[src/rtl/ppct_pkg.sv]
// Shared definitions for the PPCT datapath: accumulator states, default widths
// and the per-THETA truncation-compensation biases used by RTL and benches alike.
package ppct_pkg;

    typedef enum logic [0:0] {
        ACCUM = 1'b0,
        HOLD  = 1'b1
    } state_e;

    // Plain-constant encodings of state_e for RTL that keeps its state in logic.
    localparam logic [0:0] ST_ACCUM = 1'b0;
    localparam logic [0:0] ST_HOLD  = 1'b1;

    localparam int PW_DEF      = 16;
    localparam int VEC_LEN_DEF = 8;

    // Expected value of the dropped partial-product columns for THETA = 0..8,
    // floor((THETA-1) * 2^(THETA-2)), i.e. the mean truncation error of the 8x8 array.
    localparam logic [15:0] COMP_BIAS_TBL [0:8] = '{
        16'd0, 16'd0, 16'd1, 16'd4, 16'd12, 16'd32, 16'd80, 16'd192, 16'd448
    };

endpackage

[src/rtl/ppct_len_counter.sv]
// Vector length counter: counts accepted products and flags the beat that
// closes the vector, either on p_last or on reaching VEC_LEN.
module ppct_len_counter #(
    parameter int VEC_LEN = 8,
    parameter int CNT_W   = $clog2(VEC_LEN + 1)
) (
    input  logic             clk,
    input  logic             rst,
    input  logic             step,
    input  logic             last,
    output logic [CNT_W-1:0] cnt,
    output logic             close
);

    assign close = last || (cnt == CNT_W'(VEC_LEN - 1));

    // NOTE: non-blocking update, so close in this cycle is always derived from the pre-edge count.
    always_ff @(posedge clk) begin
        if (rst) begin
            cnt <= '0;
        end else if (step) begin
            cnt <= close ? '0 : cnt + CNT_W'(1);
        end
    end

endmodule

[src/rtl/ppct_dot_acc.sv]
// Streaming dot-product accumulator behind the column-truncated multiplier:
// sums biased products per vector and offers the result on a valid/ready port.
module ppct_dot_acc
    import ppct_pkg::*;
#(
    parameter int            PW        = PW_DEF,
    parameter int            VEC_LEN   = VEC_LEN_DEF,
    parameter int            CNT_W     = $clog2(VEC_LEN + 1),
    parameter int            ACC_W     = PW + CNT_W + 1,
    parameter logic [PW-1:0] COMP_BIAS = '0
) (
    input  logic             clk,
    input  logic             rst,
    input  logic             p_valid,
    output logic             p_ready,
    input  logic [PW-1:0]    p_data,
    input  logic             p_last,
    output logic             s_valid,
    input  logic             s_ready,
    output logic [ACC_W-1:0] s_data,
    output logic [CNT_W-1:0] s_len
);

    logic [0:0]       state;
    logic [ACC_W-1:0] acc;
    logic [ACC_W-1:0] term;
    logic [ACC_W-1:0] sum;
    logic [CNT_W-1:0] cnt;
    logic             close;
    logic             accept;

    // In HOLD a new product is only taken when the pending result leaves in the same cycle.
    assign p_ready = (state == ST_ACCUM) || s_ready;
    assign s_valid = (state == ST_HOLD);
    assign accept  = p_valid && p_ready;

    assign term = ACC_W'(p_data) + ACC_W'(COMP_BIAS);
    assign sum  = acc + term;

    ppct_len_counter #(
        .VEC_LEN (VEC_LEN),
        .CNT_W   (CNT_W)
    ) u_len (
        .clk   (clk),
        .rst   (rst),
        .step  (accept),
        .last  (p_last),
        .cnt   (cnt),
        .close (close)
    );

    // acc and cnt are already zero whenever a result is held, so a back-to-back
    // beat in HOLD is the same update as the first beat of a vector in ACCUM.
    always_ff @(posedge clk) begin
        if (rst) begin
            state  <= ST_ACCUM;
            acc    <= '0;
            s_data <= '0;
            s_len  <= '0;
        end else if (accept && close) begin
            s_data <= sum;
            s_len  <= cnt + CNT_W'(1);
            acc    <= '0;
            state  <= ST_HOLD;
        end else begin
            if (accept) begin
                acc <= sum;
            end
            if ((state == ST_HOLD) && s_ready) begin
                state <= ST_ACCUM;
            end
        end
    end

endmodule

[config.mk]
export PLATFORM = sky130hd
export DESIGN_NAME = ppct_dot_acc
export DESIGN_NICKNAME = d
export VERILOG_FILES = /design/src/rtl/ppct_pkg.sv /design/src/rtl/ppct_len_counter.sv /design/src/rtl/ppct_dot_acc.sv
export SDC_FILE = /design/constraint.sdc
export NUM_CORES = 1
export LEC_CHECK = 0
export CAP_MARGIN = 20
export CORE_ASPECT_RATIO = 0.6
export CORE_MARGIN = 2
export CORE_UTILIZATION = 45
export DETAILED_ROUTE_END_ITERATION = 10
export GPL_ROUTABILITY_DRIVEN = 1
export PLACE_DENSITY = 0.69
export SYNTH_ARGS = -nofsm -noshare
export SYNTH_HDL_FRONTEND = slang
export SYNTH_SLANG_ARGS = --single-unit
export TNS_END_PERCENT = 50
[constraint.sdc]
create_clock -name clk -period 2.35 [get_ports clk]
set_input_delay 0.3525 -clock clk [delete_from_list [all_inputs] [get_ports clk]]
set_output_delay 0.3525 -clock clk [all_outputs]
set_load 0.01 [all_outputs]
==> summary.txt, run 1 <==
Clocking
  • CTS buffer count: 5
  • Clk sinks: 51
  • CTS Root Cell: clkbuf_8
  • Clock tree from TritonCTS: done
  • Clock Path Buffers: 2
  • Hold Buf Count CTS: 0
  • H-tree levels: 2
  • Clock transition at the registers of the reported paths: 110 ps
  • Clock Latency Late Sink: 320 ps

Detailed routing
  • Post-route DRC: 0
  • Pre-antenna DRT Iters: 5
  • Initial drt markers: 204
  • Final ANT Viol Nets: 0
  • DR vias/cell: 5.729
  • DR vias: 3145
  • Drt total wl: 8.802 mm
  • Routed WL per cell: 16.03 um

Power and ir drop
  • Leakage: 1.578 nW
  • Clock share of power: 24.5%
  • Switching Fraction: 33.95%
  • Combinational power share: 32.6%
  • Peak VDD IR: 0.2675 mV
  • Final Power: 2.237 mW
  • NetSw: 0.7594 mW
  • Part of the power in registers: 42.9%
  • Pwr Density: 562.5 nW/um2
  • Int Pwr: 1.477 mW

Timing
  • Period Utilization, post-route: 98.14%
  • Crit path time final: 2306 ps
  • RSZ-0062 raised after global routing: no
  • Final Hold Viols: 0
  • Slew Limit Headroom: 67.79%
  • # setup viols final: 0
  • Clock skew: 10.25 ps
  • Setup_tns: 0 ps
  • Slew Viols, Final: 0
  • Peak Freq: 0.4336 GHz
  • Worst-Margin Slew: 481.9 ps

Logic synthesis
  • Synthesized flop and latch total: 51
  • Syn nets: 422
  • Synth Warn #: 0
  • Synth Flop Type: dfxtp_1
  • Unique masters post-synth: 56
  • Synth Instances: 383
  • Mean Syn Cell Area: 7.883 um2
  • Async S/R FF share, synth: 0%
  • Sequential area share after synthesis: 33.82%
  • Number of flops mapped to enable cells by yosys: 0
  • Mapped Area: 3019 um2

Worst setup path
  • Worst endpoint data arrival time: 2520 ps
  • Worst R2R End: acc[20]$_SDFFE_PP0P_
  • Worst setup EP type: flop
  • Flop2flop setup slack: 170 ps
  • Crit path kind: in2reg
  • Critical R2R Launch: acc[11]$_SDFFE_PP0P_
  • Reg2reg path depth: 7
  • WP data required: 2560 ps
  • CP Max Fanout: 4
  • Worst setup SP type: input pin

Layout
  • NumNets Final: 500
  • Area Growth Syn to Fin: 31.70%
  • Ant. Diodes: 0
  • Multi-input gate area: 1892 um2
  • Fraction of layout cells with a size suffix above 1: 17.10%
  • Register Area: 1021 um2
  • Layout fillers: 639

Worst hold path
  • Worst Min Path Start: s_data[6]$_SDFFE_PP0P_
  • Worst Hold Depth: 2
  • Hold Crit Class: reg2reg
  • Hold endpoint: s_data[6]$_SDFFE_PP0P_

Global routing
  • Grt ovf: 0
  • Number of global-route vias before repair: 2936
  • First-pass GRT wire length: 14.40 mm
  • Initial antenna violation count: 0
  • Total track usage: 25.26%
  • Largest net degree at the start of global routing: 30

Floorplanning
  • Core ar.: 6590 um2
  • Number of cell rows: 23
  • Die X: 109.7 um
  • Die height: 67.45 um
  • Die footprint: 7402 um2
  • Initial core utilization: 45.81%
  • I/O Pins: 48

Placement
  • DP HPWL: 6.504 mm
  • Number of port buffers: 47
  • GPL Wtd Cong: 0.9119

Outcome
  • Status: complete, no violations

Job
  • Max Cap Violations: 0
Yosys cell counts, types with 2 or more instances:
cell	count	area, um2
nor4_1	6	37.54
a311o_1	3	30.03
nor4b_1	2	17.52
and4_2	2	20.02
a21oi_1	37	185.2
o21ai_2	2	17.52
nor2_1	33	123.9
and2_1	2	12.51
a31oi_1	6	37.54
or3_1	5	31.28
a21o_1	7	52.55
nor3_2	2	20.02
nand4_1	14	87.58
and3_1	3	18.77
o21a_1	2	15.01
ha_1	17	212.7
clkbuf_1	15	56.30
xor2_1	7	61.31
xnor2_1	9	78.83
dfxtp_1	51	1021
o211ai_1	4	30.03
nor3_1	6	30.03
o31ai_1	4	30.03
and4_1	2	17.52
buf_2	8	40.04
a211oi_1	8	60.06
inv_1	4	15.01
o21ai_1	2	10.01
mux2i_1	3	30.03
o21ai_0	14	70.07
nand2_1	56	210.2
nand3_1	23	115.1
placed cells by master, fill, tap and decap left out, types with 8 or more instances in the layout:
cell type / Yosys / routed
ha_1: 17 / 17
a211oi_1: 8 / 8
nor2_1: 33 / 33
nand3_1: 23 / 23
buf_4: 1 / 50
nand2_1: 56 / 56
clkdlybuf4s50_1: 0 / 46
dfxtp_1: 51 / 51
xnor2_1: 9 / 9
nand4_1: 14 / 14
o21ai_0: 14 / 12
a21oi_1: 37 / 34
critical path, stage by stage:
cell and delay, ps:
clkdlybuf4s50_1 410, ha_1 350, nand2_2 90, o31ai_2 380
a31oi_1 230, or2_1 280, o311ai_0 350, nand2_1 90
routing by layer:
metal	vias to the layer above	track usage, %	wire length (um)
met5	-	0	0
met2	97	38.43	3707
met4	0	8.544	133
li1	1552	-	-
met3	15	4.537	483
met1	1481	36.06	4478
logic make-up after synthesis:
| family | count (synthesis) | synth area share [%] |
|---|---|---|
| mux | 3 | 0.9947 |
| xor+xnor | 16 | 4.642 |
| simple gates | 165 | 26.77 |
| flops | 51 | 33.82 |
| fa+ha+maj | 18 | 7.708 |
| buf+inv | 30 | 4.227 |
| compound gates | 100 | 21.84 |
power by group through the flow:
| stage | Clock, mW | Sequential, mW | Combinational (mW) |
|---|---|---|---|
| final | 0.548 | 0.959 | 0.729 |
| after global placement | 0 | 0.977 | 0.698 |
| after global routing | 0.598 | 0.968 | 0.800 |
| after detailed placement | 0 | 0.979 | 0.709 |
| after CTS | 0.564 | 0.960 | 0.714 |
| after floorplan | 0 | 0.985 | 0.382 |
area by class of cell:
class,count,area share (%)
inverters,4,0.3776
repair buffers,97,21.33
flip-flops and latches,51,25.68
clock inverters,3,0.5664
well taps,87,2.738
multi-input cells,302,47.58
clock buffers,5,1.731
stage by stage:
step / instances / cell area [um2] / hold WS, ps / worst slack (ps) / util [%]
after floorplan: 383 / 3019 / 440.0 / 282.1 / -
after global routing: 549 / 3976 / 489.0 / 4.949 / 60.34
after global placement: 540 / 3854 / 443.0 / -243.9 / 58.48
after CTS: 548 / 3945 / 466.0 / 55.18 / 59.86
after detailed placement: 540 / 3854 / 449.3 / -274.3 / 58.48
final: 549 / 3976 / 459.6 / 43.71 / 60.34
flip-flops by register name (all words and copies together), names as in the netlist:
register and count:
u_len.cnt 4, acc 21, s_len 4, s_valid 1
s_data 21
worst max-delay path by stage:
stage          startpoint                       to  slack [ps]  cells past startpoint
2_1_floorplan   p_data[0]     acc[14]$_SDFFE_PP0P_         280                      8
3_3_place_gp    p_data[0]     acc[14]$_SDFFE_PP0P_        -240                      9
3_5_place_dp    p_data[0]     acc[14]$_SDFFE_PP0P_        -270                      9
4_1_cts         p_data[0]     acc[14]$_SDFFE_PP0P_          60                      9
5_1_grt         p_data[9]  s_data[20]$_SDFFE_PP0P_           5                      9
6_report       p_data[11]     acc[20]$_SDFFE_PP0P_          40                      8
timing repair:
action / in CTS / in global routing
setup endpoints to repair: 0 / 6
gates resized for setup: 0 / 9
setup buffers: 0 / 1
No activity file was read; power rests on OpenSTA's default activity.
==> run 2: changes to the inputs <==
GPL_TIMING_DRIVEN = 0   (was unset)
==> run 2 against run 1 <==
Cell area is 4.5% lower. Final cell count shrank 4.4%. Maximum frequency is 0.91% higher. Sequential cell count stayed put. Register-to-register slack better by 30 ps.
==> summary.txt, run 2 (synthesis results as in run 1) <==
Clocking
  • CTS buffer count: 5
  • Clock Path Buffers: 2
  • Clock transition at the registers of the reported paths: 100 ps
  • CTS Root Cell: clkbuf_8
  • H-tree levels: 2
  • Clock Latency Late Sink: 320 ps
  • Clk sinks: 51
  • Hold Buf Count CTS: 0
  • Clock tree from TritonCTS: done

Detailed routing
  • Pre-antenna DRT Iters: 4
  • Routed WL per cell: 17.37 um
  • DR vias: 3058
  • Final ANT Viol Nets: 0
  • Initial drt markers: 218
  • DR vias/cell: 5.825
  • Drt total wl: 9.119 mm
  • Post-route DRC: 0

Layout
  • Most common cell after layout, fill and taps aside: nand2_1
  • Layout fillers: 649
  • Fraction of layout cells with a size suffix above 1: 11.64%
  • Layout Utilization: 57.62%
  • Most frequent cells in the layout: 56 x nand2_1, 51 x dfxtp_1, 46 x clkdlybuf4s50_1, 32 x nor2_1, 31 x a21oi_1
  • Post-route cell area: 3797 um2
  • Area Growth Syn to Fin: 25.78%
  • NumNets Final: 476
  • Ant. Diodes: 0
  • Top flop regs: acc (21), s_data (21)

Power and ir drop
  • Final Power: 2.168 mW
  • Peak VDD IR: 0.2655 mV
  • Part of the power in registers: 44.2%
  • Combinational power share: 31.1%
  • Leakage: 1.415 nW
  • Switching Fraction: 34.96%
  • Clock share of power: 24.7%
  • Int Pwr: 1.410 mW
  • NetSw: 0.7580 mW
  • Pwr Density: 571.0 nW/um2

Floorplanning
  • Die footprint: 7402 um2
  • Initial core utilization: 45.81%
  • Number of cell rows: 23
  • Die height: 67.45 um
  • I/O Pins: 48
  • Die X: 109.7 um
  • Core ar.: 6590 um2

Timing
  • Worst-Margin Slew: 671.0 ps
  • Clock skew: 10.23 ps
  • Crit path time final: 2286 ps
  • Slew Limit Headroom: 55.27%
  • RSZ-0062 raised after global routing: yes
  • Peak Freq: 0.4375 GHz
  • Slew Viols, Final: 0
  • Period Utilization, post-route: 97.26%
  • Setup_tns: 0 ps
  • # setup viols final: 0
  • Final Hold Viols: 0

Global routing
  • Largest net degree at the start of global routing: 17
  • Number of global-route vias before repair: 2901
  • Grt ovf: 0
  • Total track usage: 25.87%
  • First-pass GRT wire length: 14.54 mm
  • Met1 usage: 38.39%
  • Met3 GRT Util: 4.730%
  • GR met2 Demand/Resource: 38.66%
  • GR peak layer: met2
  • Initial antenna violation count: 0

Worst setup path
  • Reg2reg path depth: 7
  • Flop2flop setup slack: 200 ps
  • Crit path kind: in2reg
  • Critical R2R Launch: u_len.cnt[0]$_SDFFE_PP0P_
  • Critical Path Slowest Stage Cell: clkdlybuf4s50_1
  • Worst R2R End: s_data[14]$_SDFFE_PP0P_
  • WP data required: 2560 ps
  • CP Max Fanout: 3
  • WP depth: 9
  • Cell Chain, Critical Path: clkdlybuf4s50_1 -> ha_1 -> fa_2 -> a21o_1 -> nand4_1 -> a21oi_2 -> o21ai_2 -> mux2i_1 -> a311o_1
  • Buf/Inv on CP: 1
  • Worst endpoint data arrival time: 2500 ps
  • Crit-path leading delay family: compound AO/OA/AOI/OAI gates
  • Crit. Startpoint: p_data[0]
  • Worst setup SP type: input pin
  • Worst setup EP type: flop
  • Crit-path max cell delay: 410 ps
  • Worst Setup EP: acc[14]$_SDFFE_PP0P_

Job
  • Max Cap Violations: 0

Worst hold path
  • Worst Hold Depth: 2
  • Hold Crit Class: reg2reg

Outcome
  • Status: complete, no violations

Placement
  • Placement-stage cell area: 3598 um2
  • Number of port buffers: 47
  • DP HPWL: 6.834 mm
  • GPL Wtd Cong: 0.9528
==> run 2: stage by stage <==
step	worst slack, ps	cells	hold slack [ps]
2_1_floorplan	282.1	383	440.0
3_3_place_gp	-407.0	517	448.8
3_5_place_dp	-400.1	517	448.8
4_1_cts	-36.25	525	463.3
5_1_grt	-31.07	525	494.2
6_report	64.48	525	463.4
==> run 2: per-layer routing <==
layer	up-vias	wire length [um]	part of all wire, %
met5	-	0	0
met4	0	76	0.83
met3	11	642	7.0
met2	111	3756	41
met1	1428	4643	51
li1	1508	-	-
==> run 2: timing repair <==
action | in CTS | in global routing
pin swaps | 1 | 4
endpoints found under the setup margin | 4 | 19
setup buffers | 0 | 0
resized for setup | 5 | 23
==> run 2: worst min-delay path by stage <==
stage	from	slack [ps]	endpoint
after floorplan	acc[0]$_SDFFE_PP0P_	440	acc[0]$_SDFFE_PP0P_
after global placement	acc[5]$_SDFFE_PP0P_	450	acc[5]$_SDFFE_PP0P_
after detailed placement	s_data[8]$_SDFFE_PP0P_	450	s_data[8]$_SDFFE_PP0P_
after CTS	s_data[8]$_SDFFE_PP0P_	460	s_data[8]$_SDFFE_PP0P_
after global routing	acc[0]$_SDFFE_PP0P_	490	acc[0]$_SDFFE_PP0P_
final	acc[5]$_SDFFE_PP0P_	460	acc[5]$_SDFFE_PP0P_
==> run 2: power groups by stage <==
stage          sequential (mW)  combinational (mW)  clock (mW)
2_1_floorplan            0.985               0.382           0
3_3_place_gp             0.975               0.612           0
3_5_place_dp             0.977               0.617           0
4_1_cts                  0.957               0.631       0.547
5_1_grt                  0.967               0.739       0.575
6_report                 0.958               0.674       0.536
==> run 2: area by class of cell <==
class | instances | area, um2 | area share, %
Sequential cell | 51 | 1021 | 26.89
Multi-Input combinational cell | 302 | 1973 | 51.96
Buffer | 26 | 116.4 | 3.064
Tap cell | 87 | 108.9 | 2.867
Inverter | 4 | 15.01 | 0.3954
Clock inverter | 2 | 17.52 | 0.4613
Clock buffer | 6 | 72.57 | 1.911
Timing Repair Buffer | 47 | 473.0 | 12.45
==> run 2: worst min-delay path, delay by kind of cell (launching register included) <==
kind | cells | cell delay, ps
flip-flops | 1 | 320
AND/OR/NAND/NOR | 1 | 50
AO/OA/AOI/OAI | 1 | 50
==> run 3: changes to the inputs <==
TNS_END_PERCENT = 20   (was 50)
==> run 3 against run 2 <==
Maximum frequency is 0.55% lower. First-iteration DRC count is 4.1% higher. Routed wire length hardly changed. Sequential power hardly changed. Sequential share of layout area is 0.089 points higher. Register-to-register slack worse by 20 ps. Critical path depth stayed put. Via count is 1.8% higher. Cell area is 0.33% lower. Worst setup slack worse by 13 ps. Die area stayed put. Clock skew is 4.2 ps lower. Critical endpoint unchanged. Largest cell class unchanged.
==> summary.txt, run 3 (synthesis results as in run 1) <==
Detailed routing
  • Pre-antenna DRT Iters: 5
  • DR vias: 3113
  • Met3 wire length: 667 um
  • Final ANT Viol Nets: 0
  • Post-route DRC: 0
  • DR vias/cell: 5.930
  • M1 wire length: 4.623 mm
  • Metal2 WL: 3.743 mm
  • Initial drt markers: 227
  • Highest Signal Layer: met4
  • Drt total wl: 9.121 mm
  • Routed WL per cell: 17.37 um

Clocking
  • H-tree levels: 2
  • CTS Root Cell: clkbuf_8
  • Clock Path Buffers: 2
  • CTS buffer count: 5
  • Clock tree from TritonCTS: done
  • Clk sinks: 51
  • Clock transition at the registers of the reported paths: 100 ps
  • Clock Latency Late Sink: 320 ps

Worst setup path
  • Worst endpoint data arrival time: 2510 ps
  • Crit-path leading delay family: compound AO/OA/AOI/OAI gates
  • Crit path kind: in2reg
  • CP Max Fanout: 3
  • Crit-path max cell delay: 400 ps
  • Worst setup SP type: input pin
  • Worst setup EP type: flop
  • Cell Chain, Critical Path: clkdlybuf4s50_1 -> ha_1 -> fa_2 -> a21o_1 -> nand4_1 -> a21oi_1 -> o21ai_2 -> mux2i_1 -> a311o_1
  • Buf/Inv on CP: 1
  • WP data required: 2570 ps
  • Critical Path Slowest Stage Cell: clkdlybuf4s50_1

Power and ir drop
  • Combinational power share: 30.8%
  • NetSw: 0.7585 mW
  • Int Pwr: 1.406 mW
  • Clock share of power: 24.9%
  • Switching Fraction: 35.05%
  • Part of the power in registers: 44.3%
  • Leakage: 1.414 nW
  • Peak VDD IR: 0.2662 mV
  • Pwr Density: 571.8 nW/um2

Timing
  • RSZ-0062 raised after global routing: yes
  • Clock skew: 6.040 ps
  • Peak Freq: 0.4351 GHz
  • Worst-Margin Slew: 653.3 ps
  • Final Hold Viols: 0
  • Period Utilization, post-route: 97.79%
  • # setup viols final: 0
  • Crit path time final: 2298 ps
  • Fin Hold WS: 463.0 ps
  • Slew Limit Headroom: 56.45%
  • Worst setup slack after layout: 51.82 ps
  • Slew Viols, Final: 0

Floorplanning
  • Die footprint: 7402 um2
  • Die X: 109.7 um
  • I/O Pins: 48
  • Core ar.: 6590 um2
  • Die height: 67.45 um
  • Number of cell rows: 23
  • Initial core utilization: 45.81%

Global routing
  • Number of global-route vias before repair: 2898
  • First-pass GRT wire length: 14.53 mm
  • Initial antenna violation count: 0
  • Largest net degree at the start of global routing: 17
  • Grt ovf: 0
  • Total track usage: 25.87%

Outcome
  • Status: complete, no violations

Placement
  • Setup WS pre-CTS: -400.1 ps
  • Number of port buffers: 47
  • GPL Wtd Cong: 0.9528
  • DP HPWL: 6.834 mm

Layout
  • Most frequent cells in the layout: 56 x nand2_1, 51 x dfxtp_1, 46 x clkdlybuf4s50_1, 32 x a21oi_1, 32 x nor2_1
  • Ant. Diodes: 0
  • NumNets Final: 476
  • Fraction of layout cells with a size suffix above 1: 11.19%
  • Top flop regs: acc (21), s_data (21)
  • Area Growth Syn to Fin: 25.36%
  • Most common cell after layout, fill and taps aside: nand2_1

Job
  • Max Cap Violations: 0

Worst hold path
  • Hold Crit Class: reg2reg
-- run 3: cell counts in the layout (fill, tap and decap cells not counted) --
No cell type changed its count.
-- run 3: per-layer routing --
layer  up-vias  GRT usage, %
met3        15         4.730
met2       124         38.66
met1      1463         38.39
li1       1511             -
met4         0         6.329
met5         -             0
-- run 3: worst min-delay path, cell delays in order, from the launching register on --
cell and delay (ps):
dfxtp_1 320, nand2_1 50, a21oi_1 50
-- run 3: path summary, 6_finish.rpt --
check	from	slack (ps)	depth (start not counted)	to
setup / recovery	p_data[0]	50	9	acc[14]$_SDFFE_PP0P_
hold / removal	s_data[8]$_SDFFE_PP0P_	460	2	s_data[8]$_SDFFE_PP0P_
setup reg to reg	u_len.cnt[0]$_SDFFE_PP0P_	180	7	s_data[15]$_SDFFE_PP0P_
hold reg to reg	s_data[8]$_SDFFE_PP0P_	460	2	s_data[8]$_SDFFE_PP0P_
-- run 3: layout make-up --
class	count	area, um2
tap	87	108.9
sequential	51	1021
inverter	4	15.01
clock buffer	6	72.57
buffer	26	116.4
clock inverter	2	17.52
timing repair buffer	47	473.0
multi-input combinational	302	1961
fill	651	2805
-- run 3: repair_timing --
action | 4_1_cts | 5_1_grt
hold buffers | 0 | 0
pin swaps | 1 | 4
setup buffers | 0 | 0
setup endpoints to repair | 4 | 19
resized for setup | 4 | 21
-- run 3: metrics by stage --
stage | area [um2] | cells | util [%] | total power, mW | TNS, ps
2_1_floorplan | 3019 | 383 | - | 1.367 | 0
3_3_place_gp | 3598 | 517 | 54.60 | 1.587 | -4379
3_5_place_dp | 3598 | 517 | 54.60 | 1.594 | -5356
4_1_cts | 3697 | 525 | 56.10 | 2.129 | -117.0
5_1_grt | 3785 | 525 | 57.43 | 2.272 | -38.37
6_report | 3785 | 525 | 57.43 | 2.164 | 0
-- run 3: power groups by stage --
stage / logic (mW) / registers (mW) / clock network (mW)
global placement: 0.612 / 0.975 / 0
global route: 0.730 / 0.966 / 0.575
CTS: 0.625 / 0.957 / 0.547
detailed placement: 0.617 / 0.977 / 0
finish: 0.667 / 0.958 / 0.538
floorplan: 0.382 / 0.985 / 0
